`src/rtl/matraptor_pkg.sv`:
```
// ============================================================================
// matraptor_pkg : widths, FSM state encoding and partial-product beat shared
//                 by the stream generator and the merge PE.
// Revision      : 1.0
// ============================================================================
`default_nettype none

package matraptor_pkg;

  localparam int unsigned C_DATA_W = 32;
  localparam int unsigned C_IDX_W  = 16;
  localparam int unsigned C_PTR_W  = 16;

  typedef enum logic [3:0] {
    S_IDLE   = 4'd0,
    S_A_PTR0 = 4'd1,
    S_A_PTR1 = 4'd2,
    S_A_ENT  = 4'd3,
    S_B_PTR0 = 4'd4,
    S_B_PTR1 = 4'd5,
    S_B_ENT  = 4'd6,
    S_EMIT   = 4'd7,
    S_FIN    = 4'd8
  } pp_state_t;

  typedef struct packed {
    logic [C_DATA_W-1:0] val;
    logic [C_IDX_W-1:0]  row;
    logic [C_IDX_W-1:0]  col;
    logic                last;
  } pp_beat_t;

endpackage

`default_nettype wire

```
`src/rtl/pp_stream_gen.sv`:
```
// ============================================================================
// pp_stream_gen : walks CSR matrices A and B and streams the partial products
//                 a(i,k)*b(k,j) in row / A-entry / B-entry order.
// Revision      : 1.0
// ============================================================================
`default_nettype none

module pp_stream_gen
  import matraptor_pkg::*;
#(
  parameter int unsigned DATA_W = C_DATA_W,
  parameter int unsigned IDX_W  = C_IDX_W,
  parameter int unsigned PTR_W  = C_PTR_W
) (
  input  logic              clk,
  input  logic              rst_n,
  input  logic              start,
  input  logic [IDX_W-1:0]  num_rows,
  output logic              busy,
  output logic              done,
  output logic [IDX_W-1:0]  a_ptr_addr,
  input  logic [PTR_W-1:0]  a_ptr_data,
  output logic [PTR_W-1:0]  a_ent_addr,
  input  logic [IDX_W-1:0]  a_col_data,
  input  logic [DATA_W-1:0] a_val_data,
  output logic [IDX_W-1:0]  b_ptr_addr,
  input  logic [PTR_W-1:0]  b_ptr_data,
  output logic [PTR_W-1:0]  b_ent_addr,
  input  logic [IDX_W-1:0]  b_col_data,
  input  logic [DATA_W-1:0] b_val_data,
  output logic              out_valid,
  input  logic              out_ready,
  output logic [DATA_W-1:0] out_val,
  output logic [IDX_W-1:0]  out_row,
  output logic [IDX_W-1:0]  out_col,
  output logic              out_last
);

  localparam logic [IDX_W-1:0] C_IDX_ONE = {{(IDX_W-1){1'b0}}, 1'b1};
  localparam logic [PTR_W-1:0] C_PTR_ONE = {{(PTR_W-1){1'b0}}, 1'b1};

  pp_state_t         r_state;
  logic [IDX_W-1:0]  r_num_rows;
  logic [IDX_W-1:0]  r_row;
  logic [PTR_W-1:0]  r_a_idx;
  logic [PTR_W-1:0]  r_a_end;
  logic [PTR_W-1:0]  r_b_end;
  logic [DATA_W-1:0] r_a_val;
  logic [IDX_W-1:0]  r_a_ptr_addr;
  logic [PTR_W-1:0]  r_a_ent_addr;
  logic [IDX_W-1:0]  r_b_ptr_addr;
  logic [PTR_W-1:0]  r_b_ent_addr;
  logic              r_out_valid;
  logic [DATA_W-1:0] r_out_val;
  logic [IDX_W-1:0]  r_out_row;
  logic [IDX_W-1:0]  r_out_col;
  logic              r_out_last;
  logic              r_done;

  logic [DATA_W-1:0] w_prod;
  logic [PTR_W-1:0]  w_a_next;
  logic [PTR_W-1:0]  w_b_next;
  logic [IDX_W-1:0]  w_row_next;
  logic              w_a_more;
  logic              w_b_more;
  logic              w_row_more;

  assign w_prod     = r_a_val * b_val_data;
  assign w_a_next   = r_a_idx + C_PTR_ONE;
  assign w_b_next   = r_b_ent_addr + C_PTR_ONE;
  assign w_row_next = r_row + C_IDX_ONE;
  assign w_a_more   = (w_a_next != r_a_end);
  assign w_b_more   = (w_b_next != r_b_end);
  assign w_row_more = (w_row_next != r_num_rows);

  // The A row-pointer address always sits one row ahead, so ptr[i] is already
  // on a_ptr_data when A_PTR0 is entered and each pointer pair costs two cycles.
  // The B entry address doubles as the current B entry index.
  always_ff @(posedge clk or negedge rst_n) begin
    if (!rst_n) begin
      r_state      <= S_IDLE;
      r_num_rows   <= '0;
      r_row        <= '0;
      r_a_idx      <= '0;
      r_a_end      <= '0;
      r_b_end      <= '0;
      r_a_val      <= '0;
      r_a_ptr_addr <= '0;
      r_a_ent_addr <= '0;
      r_b_ptr_addr <= '0;
      r_b_ent_addr <= '0;
      r_out_valid  <= 1'b0;
      r_out_val    <= '0;
      r_out_row    <= '0;
      r_out_col    <= '0;
      r_out_last   <= 1'b0;
      r_done       <= 1'b0;
    end else begin
      r_done <= 1'b0;
      case (r_state)
        S_IDLE: begin
          if (start) begin
            r_num_rows <= num_rows;
            r_row      <= '0;
            if (num_rows == '0) begin
              r_state <= S_FIN;
            end else begin
              r_a_ptr_addr <= C_IDX_ONE;
              r_state      <= S_A_PTR0;
            end
          end
        end
        S_A_PTR0: begin
          r_a_idx      <= a_ptr_data;
          r_a_ent_addr <= a_ptr_data;
          r_state      <= S_A_PTR1;
        end
        S_A_PTR1: begin
          r_a_end <= a_ptr_data;
          if (a_ptr_data != r_a_idx) begin
            r_state <= S_A_ENT;
          end else if (w_row_more) begin
            r_row        <= w_row_next;
            r_a_ptr_addr <= r_a_ptr_addr + C_IDX_ONE;
            r_state      <= S_A_PTR0;
          end else begin
            r_state <= S_FIN;
          end
        end
        S_A_ENT: begin
          // Prefetch the next A entry so a later return to A_ENT finds it ready.
          r_a_val      <= a_val_data;
          r_b_ptr_addr <= a_col_data;
          r_a_ent_addr <= w_a_next;
          r_state      <= S_B_PTR0;
        end
        S_B_PTR0: begin
          r_b_ptr_addr <= r_b_ptr_addr + C_IDX_ONE;
          r_state      <= S_B_PTR1;
        end
        S_B_PTR1: begin
          r_b_ent_addr <= b_ptr_data;
          r_state      <= S_B_ENT;
        end
        S_B_ENT: begin
          r_b_end <= b_ptr_data;
          if (b_ptr_data != r_b_ent_addr) begin
            r_state <= S_EMIT;
          end else if (w_a_more) begin
            r_a_idx <= w_a_next;
            r_state <= S_A_ENT;
          end else if (w_row_more) begin
            r_row        <= w_row_next;
            r_a_ptr_addr <= r_a_ptr_addr + C_IDX_ONE;
            r_state      <= S_A_PTR0;
          end else begin
            r_state <= S_FIN;
          end
        end
        S_EMIT: begin
          if (!r_out_valid) begin
            r_out_val   <= w_prod;
            r_out_row   <= r_row;
            r_out_col   <= b_col_data;
            r_out_last  <= !w_a_more && !w_b_more;
            r_out_valid <= 1'b1;
          end else if (out_ready) begin
            r_out_valid <= 1'b0;
            r_out_last  <= 1'b0;
            if (w_b_more) begin
              r_b_ent_addr <= w_b_next;
              r_state      <= S_B_ENT;
            end else if (w_a_more) begin
              r_a_idx <= w_a_next;
              r_state <= S_A_ENT;
            end else if (w_row_more) begin
              r_row        <= w_row_next;
              r_a_ptr_addr <= r_a_ptr_addr + C_IDX_ONE;
              r_state      <= S_A_PTR0;
            end else begin
              r_state <= S_FIN;
            end
          end
        end
        S_FIN: begin
          r_done       <= 1'b1;
          r_a_ptr_addr <= '0;
          r_state      <= S_IDLE;
        end
        default: r_state <= S_IDLE;
      endcase
    end
  end

  assign busy       = (r_state != S_IDLE);
  assign done       = r_done;
  assign a_ptr_addr = r_a_ptr_addr;
  assign a_ent_addr = r_a_ent_addr;
  assign b_ptr_addr = r_b_ptr_addr;
  assign b_ent_addr = r_b_ent_addr;
  assign out_valid  = r_out_valid;
  assign out_val    = r_out_val;
  assign out_row    = r_out_row;
  assign out_col    = r_out_col;
  assign out_last   = r_out_last;

endmodule

`default_nettype wire
```
`config.mk`:
```
export PLATFORM = sky130hd
export DESIGN_NAME = pp_stream_gen
export DESIGN_NICKNAME = d
export VERILOG_FILES = /design/src/rtl/matraptor_pkg.sv /design/src/rtl/pp_stream_gen.sv
export SDC_FILE = /design/constraint.sdc
export NUM_CORES = 2
export LEC_CHECK = 0
export BUFFER_PORTS_ARGS = -buffer_cell sky130_fd_sc_hd__clkbuf_2
export CORE_ASPECT_RATIO = 0.5
export CORE_UTILIZATION = 60
export DETAILED_ROUTE_END_ITERATION = 7
export GPL_TIMING_DRIVEN = 0
export PLACE_DENSITY = 0.81
export SETUP_SLACK_MARGIN = 0.1
export SYNTH_ARGS = -nofsm -noshare
export SYNTH_HDL_FRONTEND = slang
export SYNTH_SLANG_ARGS = --single-unit
```
`constraint.sdc`:
```
create_clock -name clk -period 19.15 [get_ports clk]
set_clock_uncertainty 0.15 [all_clocks]
set_input_delay 0 -clock clk [delete_from_list [all_inputs] [get_ports clk]]
set_output_delay 0 -clock clk [all_outputs]
set_load 0.02 [all_outputs]
```
# Word-level counts from Yosys, hierarchy flattened
# Index checks and enable logic that the tools add are counted.
totals:
  input_bits: 148
  reg_bits: 247
  elab_cells: 112
op_classes:
  n_addsub: 5
  bitwise_logic: 1
  n_eq_ne: 22
  multipliers: 1
  mux: 46
  n_reduce_logical: 20
op_table:
  columns: ["op", "count"]
  rows:
  - ["two-way mux 16 bit", 25]
  - ["one-hot mux 16 bit (2 select lines)", 3]
  - ["adder 16 x 1 -> 16 bit (second input constant)", 5]
  - ["inequality test 16 bit", 5]
  - ["one-hot mux 16 bit (5 select lines)", 1]
  - ["one-hot mux 16 bit (4 select lines)", 1]
  - ["one-hot mux 16 bit (3 select lines)", 1]
  - ["two-way mux 4 bit", 9]
  - ["multiplier 32 x 32 -> 32 bit", 1]
  - ["one-hot mux 4 bit (8 select lines)", 1]
  - ["inequality test 2 bit (second input constant)", 9]
  - ["== test 4 x 3 -> 1 bit (second input constant)", 4]
  - ["zero test 16 bit", 1]
  - ["== test 4 x 2 -> 1 bit (second input constant)", 2]
  - ["AND reduction 8 bit", 1]
  - ["nonzero test 4 bit", 2]
  - ["AND reduction 7 bit", 1]
  - ["AND reduction 2 bit", 3]
  - ["nonzero test 2 bit", 3]
  - ["two-way mux 1 bit", 5]
  - ["AND reduction 5 bit", 1]
  - ["nonzero test 5 bit", 1]
  - ["== test 4 x 1 -> 1 bit (second input constant)", 1]
  - ["== test 4 bit (second input constant)", 1]
  - ["7 further kinds", 8]

# Longest topological paths before layout
logic_depth:
  word_depth: 8
  mapped_depth: 27

# Worst setup path before layout
# Ideal clock, no wire load.
synth_path:
  path_kind: "register -> register"
  from: "register r_a_val[14]"
  to: "register r_out_val[31] (netlist: out_val[31])"
  setup_time_ps: 134
  synth_period_minus_slack_ps: 6913
  path_buffers: 2
  required_time_ps: 18866
  arrival_ps: 6629
  path_slack_ps: 12237
  path_stages_with_launch: 26
  path_cell_list: "dfrtp_1 -> clkbuf_1 -> clkbuf_1 -> nand2_1 -> fa_1 -> inv_1 -> fa_1 -> inv_1 -> fa_1 -> inv_1 -> fa_1 -> fa_1 -> inv_1 -> fa_1 -> fa_1 -> fa_1 -> inv_1 -> ha_1 -> and3_1 -> a221oi_1 -> o21ai_0 -> a22oi_1 -> o31ai_1 -> o221ai_1 -> xnor2_1 -> o21ai_0"
synth_via:
  elab_chain_len: 1
synth_rtl:
  columns: ["element", "line_no", "source"]
  rows:
  - ["start, declared", "pp_stream_gen.sv:48", "logic [DATA_W-1:0] r_a_val;"]
  - ["start signal, assigned", "pp_stream_gen.sv:132", "r_a_val <= a_val_data;"]
  - ["multiplier 32 x 32 -> 32 bit", "pp_stream_gen.sv:68", "assign w_prod = r_a_val * b_val_data;"]
  - ["end signal, assigned", "pp_stream_gen.sv:162", "r_out_val <= w_prod;"]
  - ["end, declared", "pp_stream_gen.sv:54", "logic [DATA_W-1:0] r_out_val;"]
# No other way between the ends.
# A chain may end at the register's enable or synchronous reset.

# Worst setup path in the final report
layout_path:
  from: "register r_a_val[5]"
  to: "register r_out_val[31] (netlist: out_val[31])"
# The elaborated chain is that of the path after synthesis.

==> results.md <==
- The capturing element type of the critical path is a flop.
- The CTS tree is done.
- The largest buffer count on any clock path is 3.
- Buffers placed on the I/O ports in this run total 277.
- The placed standard-cell area is 31600 um^2.
- The average instance area after synthesis is 8.92 um^2.
- The count of pins on the block boundary is 280.
- Yosys attributes the largest share of cell area to sky130_fd_sc_hd__fa_1 28%, sky130_fd_sc_hd__dfrtp_1 21%, sky130_fd_sc_hd__and2_1 7.1%.
- The share of flip-flops with an asynchronous set or reset after synthesis is 100%.
- For the pin with the worst max-slew slack, the measured transition is 1.22 ns.
- In this design, the stage delay of the slowest critical-path cell is 0.92 ns.
- The post-DP HPWL is 74600 um.
- The worst register-to-register path ends at out_val[31].
- The number of synthesized register bits is 247.
- After synthesis, the share of cell area in mux cells is 2.20%.
- Summed over all instances, the cell type with the most area after synthesis is sky130_fd_sc_hd__fa_1.
- The placeable core region is 47600 um^2.
- The beginning of the worst register-to-register path is r_a_val[5].
- Summing over every cut layer, the via total after detailed routing is 26694.
- The kind of launch point of the worst setup path is a flop.
- The number of cells on the worst reg-to-reg path is 23.
- The first global-routing pass estimated 151000 um of wire.
- The final-layout setup total negative slack is 0 ns.
- The final count of hold timing violations came to 0.
- The maximum number of pins on one net before global-route repair is 100.
- In this run the biggest area consumer among cell types represents 27.8% of the synthesized area.
- Setup repair after global routing left no endpoint under its margin.
- The final standard cell area without fillers is 33900 um^2.
- The worst pin sits at a relative slew slack of 18.7%.
- Following the worst setup path forward leads to its endpoint at out_val[31].
- In this run the worst path has a maximum fanout of 10.
- In this run the worst setup path begins at r_a_val[5].
- Among all flip-flop cells after synthesis, the most frequent one is sky130_fd_sc_hd__dfrtp_1.
- The number of core rows is 56.
- The flow ran to the end, but the final reports show violations.
- The aggregate global-route resource usage is 39.9%.
- Traced cell by cell, the critical path runs through clkbuf_1 > clkbuf_1 > nand2_1 > fa_1 > fa_1 > inv_1 > ha_1 > fa_1 > fa_1 > inv_1 > fa_1 > fa_1 > fa_1 > inv_1 > ha_1 > and3_1 > a221oi_1 > o21ai_0 > a22oi_1 > o31ai_1 > o221ai_1 > xnor2_1 > o21ai_0.
- The total number of cells along the worst setup path is 23.
- The via count of the first global-routing pass is 26642.
- Wires add up to 99000 um.
- In this run the worst hold path is classified as in -> reg.
- The count of buffer and inverter cells on the critical path is 5.
- The most numerous cell type found on the critical path is sky130_fd_sc_hd__fa_1.
- The combinational family with the most area after synthesis is adder cells.
- Counting every net in the synthesized netlist gives 3979.
- The final critical path takes up 45.5% of the cycle.
- The slack of the worst reg-to-reg path is 10.43 ns.
- The sequential element share of the synthesized area is 21.0%.
- Across the run, the number of max-cap violations was 0.
- The number of max-slew violations in the final report is 0.
- For this run, design rule violations remaining after detail routing come to 4.
- The first TritonRoute pass finished after 8 iterations.
- The fraction of the mapped netlist area in compound gates is 9.08%.
- After detailed routing, the average wire length per cell comes to 22.5 um.
- After clock tree synthesis, the clock-pin slew on the worst setup and hold paths is 0.07 ns.
- The total number of yosys warnings is 0.
- The gate count of the mapped netlist is 3295.
- The total setup violations reported at the end of the flow is 0.
- The count of routing violations after the opening detailed-route iteration is 2800.
- Once detail routing completed, the nets flagged for antenna violations numbered 0.
- The xor-xnor portion of the synthesized cell area is 5.48%.
- The leftover overflow at the end of global routing is 0.
- The number of buffers inserted during clock tree synthesis is 25.
- In this design, the largest share of critical-path delay is due to adder cells.
- At the end of routability-driven placement, the weighted congestion stood at 1.04.
- Derived from the worst setup path, the maximum achievable clock frequency is 115 MHz.
- The adder-cell area share of the yosys netlist is 33.2%.
- The minimum clock period after layout is 8.72 ns.
- The final-stage net count is 4414.
- The post-synthesis to final-layout area growth is 15.2%.
- The final core area utilization is 71.2%.
- The critical setup path kind is reg -> reg.
- The checks that failed: design-rule violations.
- The slowest cell on the critical path is sky130_fd_sc_hd__clkbuf_1.
- The simple-gate area share of the yosys netlist is 21.0%.
- Data on the critical path arrives at its endpoint at 8.99 ns.
- The initial antenna violation count came to 7.
- The vertical die dimension is 159 um.
- The die covers 49900 um^2.
- The later pin in the worst-skew pair is clocked with a latency of 0.58 ns.
- The clock sink count is 247.
- The horizontal die dimension is 315 um.
- CTS built an H-tree with a depth of 1.
- The synthesized netlist occupies a cell area of 29400 um^2.
- The per-cell via count in the routed design is 6.08.
- The required time of the critical path is 19.42 ns.
- Cells with a size suffix above 1 make up 11.3% of the layout.
- The effective utilization at floorplan is 61.8%.
- The count of flip-flops with a built-in enable after synthesis is 0.
- Counting distinct cell types in the post-synthesis netlist gives 79.
- The root buffer cell chosen for the clock tree is sky130_fd_sc_hd__clkbuf_16.
==> cell usage in the layout (no fill, tap or decap), types with 28 or more instances in the layout <==
cell / instances
sky130_fd_sc_hd__o21ai_0: 110
sky130_fd_sc_hd__nand2_1: 551
sky130_fd_sc_hd__inv_1: 410
sky130_fd_sc_hd__o31ai_1: 44
sky130_fd_sc_hd__a21oi_1: 77
sky130_fd_sc_hd__fa_1: 408
sky130_fd_sc_hd__xor2_1: 79
sky130_fd_sc_hd__nor2_1: 93
sky130_fd_sc_hd__nand3_1: 59
sky130_fd_sc_hd__clkbuf_1: 172
sky130_fd_sc_hd__xnor2_1: 105
sky130_fd_sc_hd__mux2_2: 50
sky130_fd_sc_hd__nand4_1: 41
sky130_fd_sc_hd__nor3_1: 31
sky130_fd_sc_hd__ha_1: 128
sky130_fd_sc_hd__clkbuf_2: 276
sky130_fd_sc_hd__and2_1: 335
sky130_fd_sc_hd__dfrtp_1: 247
sky130_fd_sc_hd__dlygate4sd3_1: 128
sky130_fd_sc_hd__and3_1: 28
==> stage by stage <==
step / hold slack (ns) / setup WS [ns] / std cells
after floorplan: -0.446 / 12.24 / 3295
final: 0.0194 / 10.43 / 4394
after CTS: 0.00502 / 10.66 / 4387
after global placement: 0.0403 / 10.76 / 4210
after global routing: 0.0321 / 10.26 / 4390
after detailed placement: -0.119 / 10.72 / 4212
==> layer usage <==
layer  part of all wire, %  up-vias  track usage [%]
met4                   5.8        2             20.0
li1                      -    11392                -
met3                    12      422             11.3
met1                    37    13216             51.1
met5                 0.098        -             1.58
met2                    45     1662             62.4
==> cell usage after synthesis, drive strengths merged, types with 3 or more instances <==
cell type,n
o21bai,5
xnor2,105
a22oi,9
nor3b,4
o22ai,10
xor2,79
mux2,52
and4,12
inv,410
o21a,6
o41ai,4
o22a,8
or4,4
mux2i,6
a21oi,77
nor2b,7
or3,8
nor2,93
nand3,59
a21o,26
o211ai,10
nand2,551
o21ai,131
fa,408
a2111oi,4
nand2b,22
o221ai,6
a211oi,16
or2,3
buf,36
nor3,31
nor4,27
o31ai,48
a311oi,4
ha,128
and2,337
clkbuf,170
nor4b,4
nand4,45
a31oi,19
o2111ai,8
dfrtp,247
and3,28
==> cell families after synthesis <==
kind of cell,count (synthesis)
AND/OR/NAND/NOR,1239
multiplexers,58
buffers and inverters,616
AO/OA/AOI/OAI,415
XOR/XNOR,184
adder cells (fa/ha/maj),536
flip-flops,247
==> worst reg2reg max path, delay by kind of cell (launching register included) <==
kind,cells,cell delay (ns)
adders and majority gates,9,4.15
DFF,1,0.36
and+or+nand+nor,2,0.41
buffers and inverters,5,1.96
AOI/OAI and AO/OA,6,1.41
xor gates and xnor gates,1,0.16
==> what timing repair did <==
item | CTS | global route
resized for setup | 0 | 0
hold endpoints to repair | 331 | 0
hold buffers | 129 | 0
setup endpoints to repair | 0 | 0
buffers inserted | 0 | 0
==> cell type report <==
class                           instances  area (um^2)
Multi-Input combinational cell       2432        20900
Fill cell                            3598        13700
Sequential cell                       247         6180
Timing Repair Buffer                  408         2760
Inverter                              410         1540
Buffer                                206          823
Tap cell                              638          798
Clock buffer                           33          716
Clock inverter                         13          191
Antenna cell                            7         17.5
==> worst min path at each step <==
| stage | start | to | slack [ns] | cells past startpoint |
|---|---|---|---|---|
| after floorplan | rst_n | a_ent_addr[0] | -0.45 | 0 |
| after global placement | b_col_data[3] | out_col[3] | 0.04 | 3 |
| after detailed placement | rst_n | b_ent_addr[9] | -0.12 | 1 |
| after CTS | b_col_data[9] | out_col[9] | 0.005 | 4 |
| after global routing | b_col_data[9] | out_col[9] | 0.03 | 4 |
| final | b_col_data[9] | out_col[9] | 0.02 | 4 |
Power is not shown: default switching activity piles up to over one toggle a cycle in this logic, so the estimate is an artifact.
